File: config.mk
export PLATFORM = sky130hd
export DESIGN_NAME = sfx_mixer
export DESIGN_NICKNAME = d
export VERILOG_FILES = /design/src/rtl/sfx_mixer.sv
export SDC_FILE = /design/constraint.sdc
export NUM_CORES = 1
export LEC_CHECK = 0
export ABC_AREA = 1
export CAP_MARGIN = 20
export CORE_MARGIN = 2
export CORE_UTILIZATION = 55
export DETAILED_ROUTE_END_ITERATION = 8
export GPL_ROUTABILITY_DRIVEN = 0
export PLACE_DENSITY = 0.76
export SLEW_MARGIN = 20
export SYNTH_ARGS = -nofsm -noshare
export SYNTH_HDL_FRONTEND = slang
export SYNTH_SLANG_ARGS = --single-unit
export TNS_END_PERCENT = 30
File: constraint.sdc
create_clock -name clk -period 2.1 [get_ports clk]
set_clock_uncertainty 0.1 [all_clocks]
set_input_delay 0.63 -clock clk [delete_from_list [all_inputs] [get_ports clk]]
set_output_delay 0.63 -clock clk [all_outputs]
set_load 0.02 [all_outputs]
File: src/rtl/sfx_mixer.sv
// -----------------------------------------------------------------------------
// sfx_mixer
//
// Purpose:
//   Mixes three sound-effect square waves and one background-music square wave
//   onto a single PWM-gated speaker pin. Each source stays "active" for ACT_WIN
//   clocks after its last edge. A small FSM picks the highest-priority active
//   source (squash > home > jump > music). The selected source's registered
//   level is then gated by a free-running PWM carrier against the volume input.
//
// Configuration:
//   SFX_MUSIC_EN - when defined, the music channel and the MUSIC state are
//                  present. When undefined (the default build), music_snd is
//                  ignored, EFFECT falls back to IDLE, and IDLE only enters
//                  EFFECT.
//
// Ports:
//   clk         in   system clock (25.175 MHz)
//   reset_n     in   synchronous active-low reset
//   squash_snd  in   squash effect tone
//   home_snd    in   frog-home effect tone
//   jump_snd    in   jump effect tone
//   music_snd   in   background music tone
//   volume      in   PWM duty in 1/8 steps (0 = silent)
//   mute        in   forces audio_out low
//   audio_out   out  registered PWM-gated audio
//   sel         out  selected source: 0 none/music, 1 jump, 2 home, 3 squash
//   sfx_busy    out  high while an effect (not music) is selected
//
// States:
//   state   | meaning
//   --------+-----------------------------------------------
//   IDLE    | nothing active, output silent
//   MUSIC   | only music active, music drives the output
//   EFFECT  | an effect owns the output (sel = 1..3)
// -----------------------------------------------------------------------------
module sfx_mixer #(
    parameter logic [15:0] ACT_WIN  = 16'd40000,
    parameter int          PWM_BITS = 3
) (
    input  logic                clk,
    input  logic                reset_n,
    input  logic                squash_snd,
    input  logic                home_snd,
    input  logic                jump_snd,
    input  logic                music_snd,
    input  logic [PWM_BITS-1:0] volume,
    input  logic                mute,
    output logic                audio_out,
    output logic [1:0]          sel,
    output logic                sfx_busy
);

    localparam logic [1:0] ST_IDLE   = 2'd0;
`ifdef SFX_MUSIC_EN
    localparam logic [1:0] ST_MUSIC  = 2'd1;
`endif
    localparam logic [1:0] ST_EFFECT = 2'd2;

    // Bit index of each source equals its sel code: 0 music, 1 jump, 2 home, 3 squash.
    logic [3:0]          w_src;
    logic [3:0]          w_edge;
    logic [3:0]          w_act;
    logic [1:0]          w_best;
    logic [1:0]          w_state_nx;
    logic [1:0]          w_sel_nx;
    logic                w_level;

    logic [3:0]          r_src_q;
    logic [15:0]         r_cnt [4];
    logic [1:0]          r_state;
    logic [1:0]          r_sel;
    logic                r_busy;
    logic                r_audio;
    logic [PWM_BITS-1:0] r_carrier;

`ifdef SFX_MUSIC_EN
    assign w_src = {squash_snd, home_snd, jump_snd, music_snd};
`else
    // Music channel tied off; its counter never loads, so it is never active.
    logic w_unused_music;
    assign w_src          = {squash_snd, home_snd, jump_snd, 1'b0};
    assign w_unused_music = music_snd ^ w_act[0];
`endif

    assign w_edge = w_src ^ r_src_q;

    always_comb begin
        for (int i = 0; i < 4; i++) begin
            w_act[i] = (r_cnt[i] != 16'd0);
        end
    end

    // Highest-priority active effect, 0 when no effect is active.
    always_comb begin
        w_best = 2'd0;
        if (w_act[3]) begin
            w_best = 2'd3;
        end else if (w_act[2]) begin
            w_best = 2'd2;
        end else if (w_act[1]) begin
            w_best = 2'd1;
        end
    end

    always_comb begin
        w_state_nx = r_state;
        w_sel_nx   = r_sel;
        case (r_state)
            ST_IDLE: begin
                if (w_best != 2'd0) begin
                    w_state_nx = ST_EFFECT;
                    w_sel_nx   = w_best;
                end
`ifdef SFX_MUSIC_EN
                else if (w_act[0]) begin
                    w_state_nx = ST_MUSIC;
                    w_sel_nx   = 2'd0;
                end
`endif
            end
`ifdef SFX_MUSIC_EN
            ST_MUSIC: begin
                if (w_best != 2'd0) begin
                    w_state_nx = ST_EFFECT;
                    w_sel_nx   = w_best;
                end else if (!w_act[0]) begin
                    w_state_nx = ST_IDLE;
                    w_sel_nx   = 2'd0;
                end
            end
`endif
            ST_EFFECT: begin
                // While the current effect is active, w_best can only be equal
                // or higher, so following w_best gives strict-priority preemption
                // and, once the current one expires, reselection.
                if (w_best != 2'd0) begin
                    w_sel_nx = w_best;
                end
`ifdef SFX_MUSIC_EN
                else if (w_act[0]) begin
                    w_state_nx = ST_MUSIC;
                    w_sel_nx   = 2'd0;
                end
`endif
                else begin
                    w_state_nx = ST_IDLE;
                    w_sel_nx   = 2'd0;
                end
            end
            default: begin
                w_state_nx = ST_IDLE;
                w_sel_nx   = 2'd0;
            end
        endcase
    end

    // In MUSIC the sel code is 0, which is also the music bit of r_src_q.
    assign w_level = (r_state == ST_IDLE) ? 1'b0 : r_src_q[r_sel];

    always_ff @(posedge clk) begin
        if (!reset_n) begin
            r_src_q   <= '0;
            for (int i = 0; i < 4; i++) begin
                r_cnt[i] <= '0;
            end
            r_state   <= ST_IDLE;
            r_sel     <= 2'd0;
            r_busy    <= 1'b0;
            r_audio   <= 1'b0;
            r_carrier <= '0;
        end else begin
            r_src_q <= w_src;
            for (int i = 0; i < 4; i++) begin
                if (w_edge[i]) begin
                    r_cnt[i] <= ACT_WIN;
                end else if (r_cnt[i] != 16'd0) begin
                    r_cnt[i] <= r_cnt[i] - 16'd1;
                end
            end
            r_state   <= w_state_nx;
            r_sel     <= w_sel_nx;
            r_busy    <= (w_state_nx == ST_EFFECT);
            r_audio   <= w_level & (r_carrier < volume) & ~mute;
            r_carrier <= r_carrier + PWM_BITS'(1);
        end
    end

    assign audio_out = r_audio;
    assign sel       = r_sel;
    assign sfx_busy  = r_busy;

endmodule

---- After elaboration in Yosys (flattened, before gate mapping) ----
Memories as Yosys holds them, arrays and structs flattened.
Cells that the tools add are included.
storage, ports and cells
  register bits after elaboration ......... 13
  bits in writable memories ............... 64
  bits of input ports ..................... 10
  output and inout bits ................... 4
  logic and storage cells ................. 85
  memories kept ........................... 1
operators by class
  add/subtract/negate cells ............... 5
  $lt $le $gt $ge ......................... 2
  equal/unequal tests ..................... 3
  muxes and demuxes ....................... 49
  bitwise logic cells ..................... 12
  reduce and logical (&&, ||, !) cells .... 6
memories
  memory  depth  bits a word  read ports  clocked after Yosys merged registers in  wr ports  RTL line  RTL
  r_cnt   4      16           4           0                                        4         70        logic [15:0] r_cnt [4];
operators by type and width
  operator               number
  $mux 16                8
  $reduce_bool 16->1     4
  $sub 16x1->16 const B  4
  $mux 1                 32
  $mux 2                 6
  $or 1x1->1             8
  $pmux 2 s2             2
  $eq 2x2->1 const B     2
  $xor 4x4->4            1
  $add 3x1->3 const B    1
  $lt 2x3->1 const B     1
  $lt 3x3->1             1
  $and 1x1->1            2
  $bmux 1 s2             1
  $logic_not 2->1        1
  $ne 2x2->1 const B     1
  $reduce_bool 2->1      1
  $not 1->1              1

---- Depth between registers and ports, before layout ----
Gate-level depths: netlist (run 1).
An unclocked memory read counts as a cell.
  word-level depth ........................ 9
  depth in mapped cells ................... 11
  depth with buffers taken out ............ 11

---- Worst setup path before layout (run 1) ----
Ideal clock, no wire load.
  kind .................................... reg2reg
  from .................................... memory r_cnt[1][0]
  to ...................................... memory r_cnt[1][0] (enable)
  library setup time ...................... 416 ps
  arrival time ............................ 1586 ps
  required time ........................... 1584 ps
  slack ................................... -2 ps
  cell stages (with the launch flop) ...... 8
  path buffers ............................ 0
  clock period less this slack ............ 2102 ps
  cell sequence ........................... edfxtp_1 inv_1 ha_1 nand3_4 nor2_4 nand4_2 inv_2 nand3_1
RTL lines
  what             RTL line
  start, declared  70

---- Worst setup path in the final report (run 1) ----
  from .................................... register r_sel[0], in the netlist sel[0]
  to ...................................... output port sel[0]
RTL lines
  what                    RTL line  RTL
  start, declared         72        logic [1:0] r_sel;
  start signal, assigned  182       r_sel <= w_sel_nx;
  end, declared           50        output logic [1:0] sel,
No word-level cell between the ends.

==> flow_metrics.tcl, run 1 <==
set metrics [dict create \
    placed_area_sq_um 3940 \
    path_max_fanout 2 \
    rsz0062_at_grt "false" \
    p_comb_share_pct 33.4 \
    port_buffers 12 \
    end_kind "output port" \
    vias 2809 \
    ant_nets 0 \
    ioPinCount 14 \
    cp_slowest_cell "clkdlybuf4s50_1" \
    fin_crit_sh_pct 96.5 \
    async_reset_ff_share_pct 0 \
    cap_violations 0 \
    clock-sinks 60 \
    chipWidth_microns 84.4 \
    p_leak_uw 0.00191 \
    required_ns 1.37 \
    pre_cts_slack_ns -0.0801 \
    cts_htree_levels 3 \
    core_area_sq_um 6310 \
    multi_input_area_sq_um 1660 \
    routed_via_density 5.04 \
    synthCells 436 \
    synth.area.mux_share_pct 0 \
    synth-edff-count 48 \
    wire_per_inst_microns 12.3 \
    cts_root_buf "clkbuf_8" \
    total_power_uw 3790 \
    synth_top_family_by_area "simple AND/OR/NAND/NOR gates" \
    ys_ff_latch 60 \
    netlist.top_cell.by_area "edfxtp_1" \
    track_usage_pct 21.4 \
    die-area_sq_um 7120 \
    yosys-top-cells-area "edfxtp_1 41%, nand2_1 12%, nor2_1 9.5%, dfxtp_1 6.8%, inv_1 4.5%" \
    netSwitchingFraction_pct 36.5 \
    clk_pin_slew_ns 0.07 \
    power.density_nw_per_um2 923 \
    grt_remaining_overflow 0 \
    fmax_mhz 494 \
    worstSetupStartpointType "flop" \
    grt_max_degree 17 \
    grt_pass1_wl_mm 12.0 \
    finalWirelength_mm 6.86 \
    cts_tree "done" \
    arrival_ns 1.30 \
    rows 29 \
    synthFlopType "edfxtp_1" \
    synth.distinct_cells 36 \
    netlist_area_sq_um 3550 \
    worst_hold_path_type "reg2reg" \
    hold_buffers 0 \
    clockPowerShare_pct 23.7 \
    fin_cells 557 \
    synth_area_per_cell_sq_um 8.15 \
    yosysMostFrequentCell "nand2_1" \
    p_sw_uw 1380 \
    whs_ns 0.345 \
    setup_ws_ns 0.0745 \
    yosysWarnings 0 \
    numCtsBuffers 9 \
    final_area_sq_um 4110 \
    hpwlAfterDp_mm 5.15 \
    seq_area_sq_um 1680 \
    drc 0 \
    first_global_vias 2790 \
    drive_gt1_share_pct 16.5 \
    dpl.cell_count 541 \
    hold_viol_final 0 \
    timing.final.crit_period_ns 2.03 \
    pwr-share-seq_pct 42.9 \
    start_util_pct 56.3 \
    fillCellCount 529 \
    cp_num_buf_inv 1 \
    cts_resized 0 \
    antenna_found_initial 0 \
    postCtsSetupBuffers 0 \
    ys_seq_area_share_pct 47.3 \
    path_class "reg2out" \
    clockBufferDepth 2 \
    drtIter0Drc 127 \
    drt_first_pass_iters 4 \
    slew_viol_final 0 \
    syn-num-nets 454 \
    n_antenna_cell 0 \
    yosys.area_share.xor_xnor_pct 3.66 \
    clk_latency_ns 0.34 \
    internal-power_uw 2410 \
    synth_compound_area_share_pct 6.02 \
    cp_top_family "buffers and inverters" \
    die-height_microns 84.4 \
    finalSetupViolCount 0 \
    cp_cell_sequence "clkdlybuf4s50_1" \
    synth_common_cells "110 x nand2_1, 90 x nor2_1, 48 x edfxtp_1, 43 x inv_1, 20 x nand3_1" \
    netlist.area_leader.share_pct 40.6 \
    ir_worst_vdd_mv 0.478 \
    slowest_delay_ns 0.61 \
    area_delta_synth_final_pct 15.6 \
    synthAdderAreaFrac_pct 2.82 \
    status "finished, final reports clean" \
    synthSimpleGateAreaFrac_pct 33.9 \
    fin_nets 493 \
]
## power groups by stage
| stage | sequential [uW] | clock, uW | combinational (uW) |
|---|---|---|---|
| 2_1_floorplan | 1620 | 0 | 990 |
| 3_3_place_gp | 1640 | 0 | 1220 |
| 3_5_place_dp | 1650 | 0 | 1260 |
| 4_1_cts | 1630 | 907 | 1270 |
| 5_1_grt | 1650 | 967 | 1430 |
| 6_report | 1630 | 899 | 1260 |
## final timing paths
path | from | to | slack (ns) | depth (start not counted)
setup / recovery | sel[0] | sel[0] | 0.07 | 1
hold / removal | r_carrier[0] | r_carrier[0] | 0.34 | 1
setup reg to reg | r_cnt[1][0] | r_cnt[1][3] | 0.18 | 8
hold reg to reg | r_carrier[0] | r_carrier[0] | 0.34 | 1
## cells in the final DEF, fill, tap and decap left out, drive strengths merged
cell type | netlist | routed
a21boi | 3 | 3
a21oi | 20 | 20
buf | 3 | 19
clkbuf | 0 | 13
clkdlybuf4s50 | 0 | 11
clkinv | 0 | 3
conb | 1 | 1
dfxtp | 12 | 12
dlymetal6s2s | 0 | 1
edfxtp | 48 | 48
ha | 8 | 8
inv | 50 | 50
nand2 | 118 | 118
nand3 | 23 | 23
nand3b | 4 | 4
nand4 | 5 | 5
nor2 | 108 | 108
nor3b | 1 | 1
nor4 | 1 | 1
o211ai | 1 | 1
o21ai | 10 | 10
o21bai | 2 | 2
or2 | 4 | 4
xnor2 | 7 | 7
xor2 | 7 | 7
## through the flow
| stage | setup TNS (ns) | util, % |
|---|---|---|
| 3_5_place_dp | -1.45 | 62.4 |
| 4_1_cts | 0 | 65.0 |
| 3_3_place_gp | -0.905 | 62.4 |
| 6_report | 0 | 65.0 |
| 5_1_grt | 0 | 65.0 |
| 2_1_floorplan | 0 | - |
## per-layer routing
layer	vias to the layer above	routed length, microns	GRT usage [%]
li1	1483	-	-
met2	53	3240	35.7
met5	-	0	0
met3	5	308	6.19
met1	1268	3260	27.1
met4	0	55	6.78
## logic make-up (layout without fill, tap and decap cells)
logic type      Yosys count  in the layout
xor+xnor                 14             14
compound gates           36             36
other cells               1              1
flops                    60             60
simple gates            264            264
fa+ha+maj                 8              8
buf+inv                  53             97
## cell type report
type / count / share of cell area [%]
multi-input cells: 323 / 40.4
well taps: 77 / 2.35
clock buffers: 13 / 3.63
inverters: 50 / 4.63
repair buffers: 31 / 7.68
flip-flops and latches: 60 / 41.0
clock inverters: 3 / 0.366
## flip-flops by register name (all words and copies together), names as in the netlist
name and count:
r_cnt 48, sel 2, r_src_q 3, audio_out 1, sfx_busy 1, r_carrier 3
r_state 2
No activity file was read; power rests on OpenSTA's default activity.
==> run 2: changes to the inputs <==
--- a/config.mk
+++ b/config.mk
@@ -16,4 +16,3 @@
 export SYNTH_ARGS = -nofsm -noshare
 export SYNTH_HDL_FRONTEND = slang
 export SYNTH_SLANG_ARGS = --single-unit
-export TNS_END_PERCENT = 30
==> results of run 2 <==
Same layout as run 1: the final DEF is identical, and so are final timing and power.
==> run 3: changes to the inputs <==
==> constraint.sdc (replaced) <==
create_clock -name clk -period 2.1 [get_ports clk]
set_clock_uncertainty 0.1 [all_clocks]
set_input_delay 0.63 -clock clk [delete_from_list [all_inputs] [get_ports clk]]
set_output_delay 0.63 -clock clk [all_outputs]
set_load 0.1 [all_outputs]
==> run 3 against run 2 <==
Sequential share of layout area down 0.72 points. Total power up 8.3%. Clock power up 32%. Critical path type is now reg2reg. Largest power group unchanged.
==> flow_metrics.tcl, run 3 (synthesis results as in run 1) <==
set metrics [dict create \
    wire_per_inst_microns 12.4 \
    cp_num_buf_inv 3 \
    clk_pin_slew_ns 0.07 \
    required_ns 2.11 \
    top_regs "r_cnt (48), r_carrier (3), r_src_q (3)" \
    hold_viol_final 0 \
    ant_nets 0 \
    slew_viol_final 0 \
    cts_root_buf "clkbuf_8" \
    drc 0 \
    path_max_fanout 16 \
    finalWirelength_mm 6.87 \
    cp_top_family "buffers and inverters" \
    power.density_nw_per_um2 983 \
    drtIter0Drc 141 \
    pre_cts_slack_ns -0.0849 \
    arrival_ns 1.89 \
    worst_hold_path_type "reg2reg" \
    placed_area_sq_um 3960 \
    postCtsSetupBuffers 0 \
    die-height_microns 84.4 \
    p_leak_uw 0.00192 \
    finalSetupViolCount 0 \
    first_global_vias 2681 \
    cap_violations 0 \
    timing.final.crit_period_ns 1.88 \
    slowest_delay_ns 0.43 \
    cts_tree "done" \
    grt_max_degree 17 \
    ioPinCount 14 \
    track_usage_pct 21.1 \
    fin_nets 490 \
    largest_register_ff_count 48 \
    fillCellCount 514 \
    fmax_mhz 533 \
    status "finished, final reports clean" \
    core_area_sq_um 6310 \
    rows 29 \
    final_area_sq_um 4180 \
    final_util_pct 66.2 \
    final_common_cell "nand2_1" \
    rsz0062_at_grt "false" \
    vias 2800 \
    end_kind "flop" \
    cp_slowest_cell "edfxtp_1" \
    worstSetupStartpointType "flop" \
    drt_first_pass_iters 4 \
    hold_buffers 0 \
    clk_latency_ns 0.34 \
    grt_remaining_overflow 0 \
    clockBufferDepth 2 \
    n_antenna_cell 0 \
    final_cell_mix "110 x nand2_1, 90 x nor2_1, 48 x edfxtp_1, 43 x inv_1, 19 x nand3_1" \
    drive_gt1_share_pct 16.8 \
    start_util_pct 56.3 \
    clock-sinks 60 \
    grt_pass1_wl_mm 12.0 \
    cp_cell_sequence "inv_1, ha_1, nand3_4, nor2_4, nand4_2, inv_2, nand3_2, buf_12" \
    setup_ws_ns 0.223 \
    hpwlAfterDp_mm 5.02 \
    antenna_found_initial 0 \
    port_buffers 12 \
    cts_htree_levels 3 \
    ir_worst_vdd_mv 0.562 \
    cts_resized 0 \
    routed_via_density 5.05 \
    fin_crit_sh_pct 89.4 \
    chipWidth_microns 84.4 \
    regMostFlops "r_cnt" \
    numCtsBuffers 9 \
    die-area_sq_um 7120 \
    path_class "reg2reg" \
    area_delta_synth_final_pct 17.6 \
]
[run 3: cell count changes in the layout (fill, tap and decap cells not counted), moves of 2 or more]
cell	previous run	this run
bufinv_16	0	2
buf_12	4	8
clkdlybuf4s50_1	11	8
clkinv_2	3	0
buf_4	15	12
[run 3: final cells by class]
type | instances | area, sq um | share of cell area [%]
Sequential cell | 60 | 1680 | 40.2
Multi-Input combinational cell | 323 | 1660 | 39.7
Timing Repair Buffer | 28 | 330 | 7.90
Inverter | 50 | 190 | 4.55
Clock buffer | 14 | 163 | 3.89
Tap cell | 77 | 96.3 | 2.31
Clock inverter | 2 | 60.1 | 1.44
[run 3: through the flow]
step	instances	hold slack (ns)	power (uW)	TNS [ns]
finish	554	0.343	4110	0
detailed placement	538	0.337	2930	-2.05
floorplan	436	0.314	2630	0
CTS	554	0.347	4130	0
global route	554	0.374	4380	0
global placement	538	0.325	2890	-2.04
[run 3: per-layer routing]
metal	vias to the layer above	global-route usage (%)	wire, microns
li1	1480	-	-
met1	1269	29.5	3470
met2	43	32.1	3070
met3	8	3.83	242
met4	0	9.67	87
met5	-	0	0
[run 3: worst register-to-register path, delay by kind of cell, from the launching register on]
family	cells	cell delay, ns
buffers and inverters	3	0.43
DFF	1	0.43
and+or+nand+nor	4	0.43
adders and majority gates	1	0.24
[run 3: final timing paths]
check | slack [ns] | from | end | depth (start not counted)
max | 0.22 | r_cnt[1][0] | r_cnt[1][7] | 8
min | 0.34 | r_carrier[0] | r_carrier[0] | 1
max reg2reg | 0.22 | r_cnt[1][0] | r_cnt[1][7] | 8
min reg2reg | 0.34 | r_carrier[0] | r_carrier[0] | 1
[run 3: report_power, final]
| part | internal [uW] | switching, uW |
|---|---|---|
| sequential | 1480 | 155 |
| combinational | 476 | 810 |
| clock | 735 | 451 |
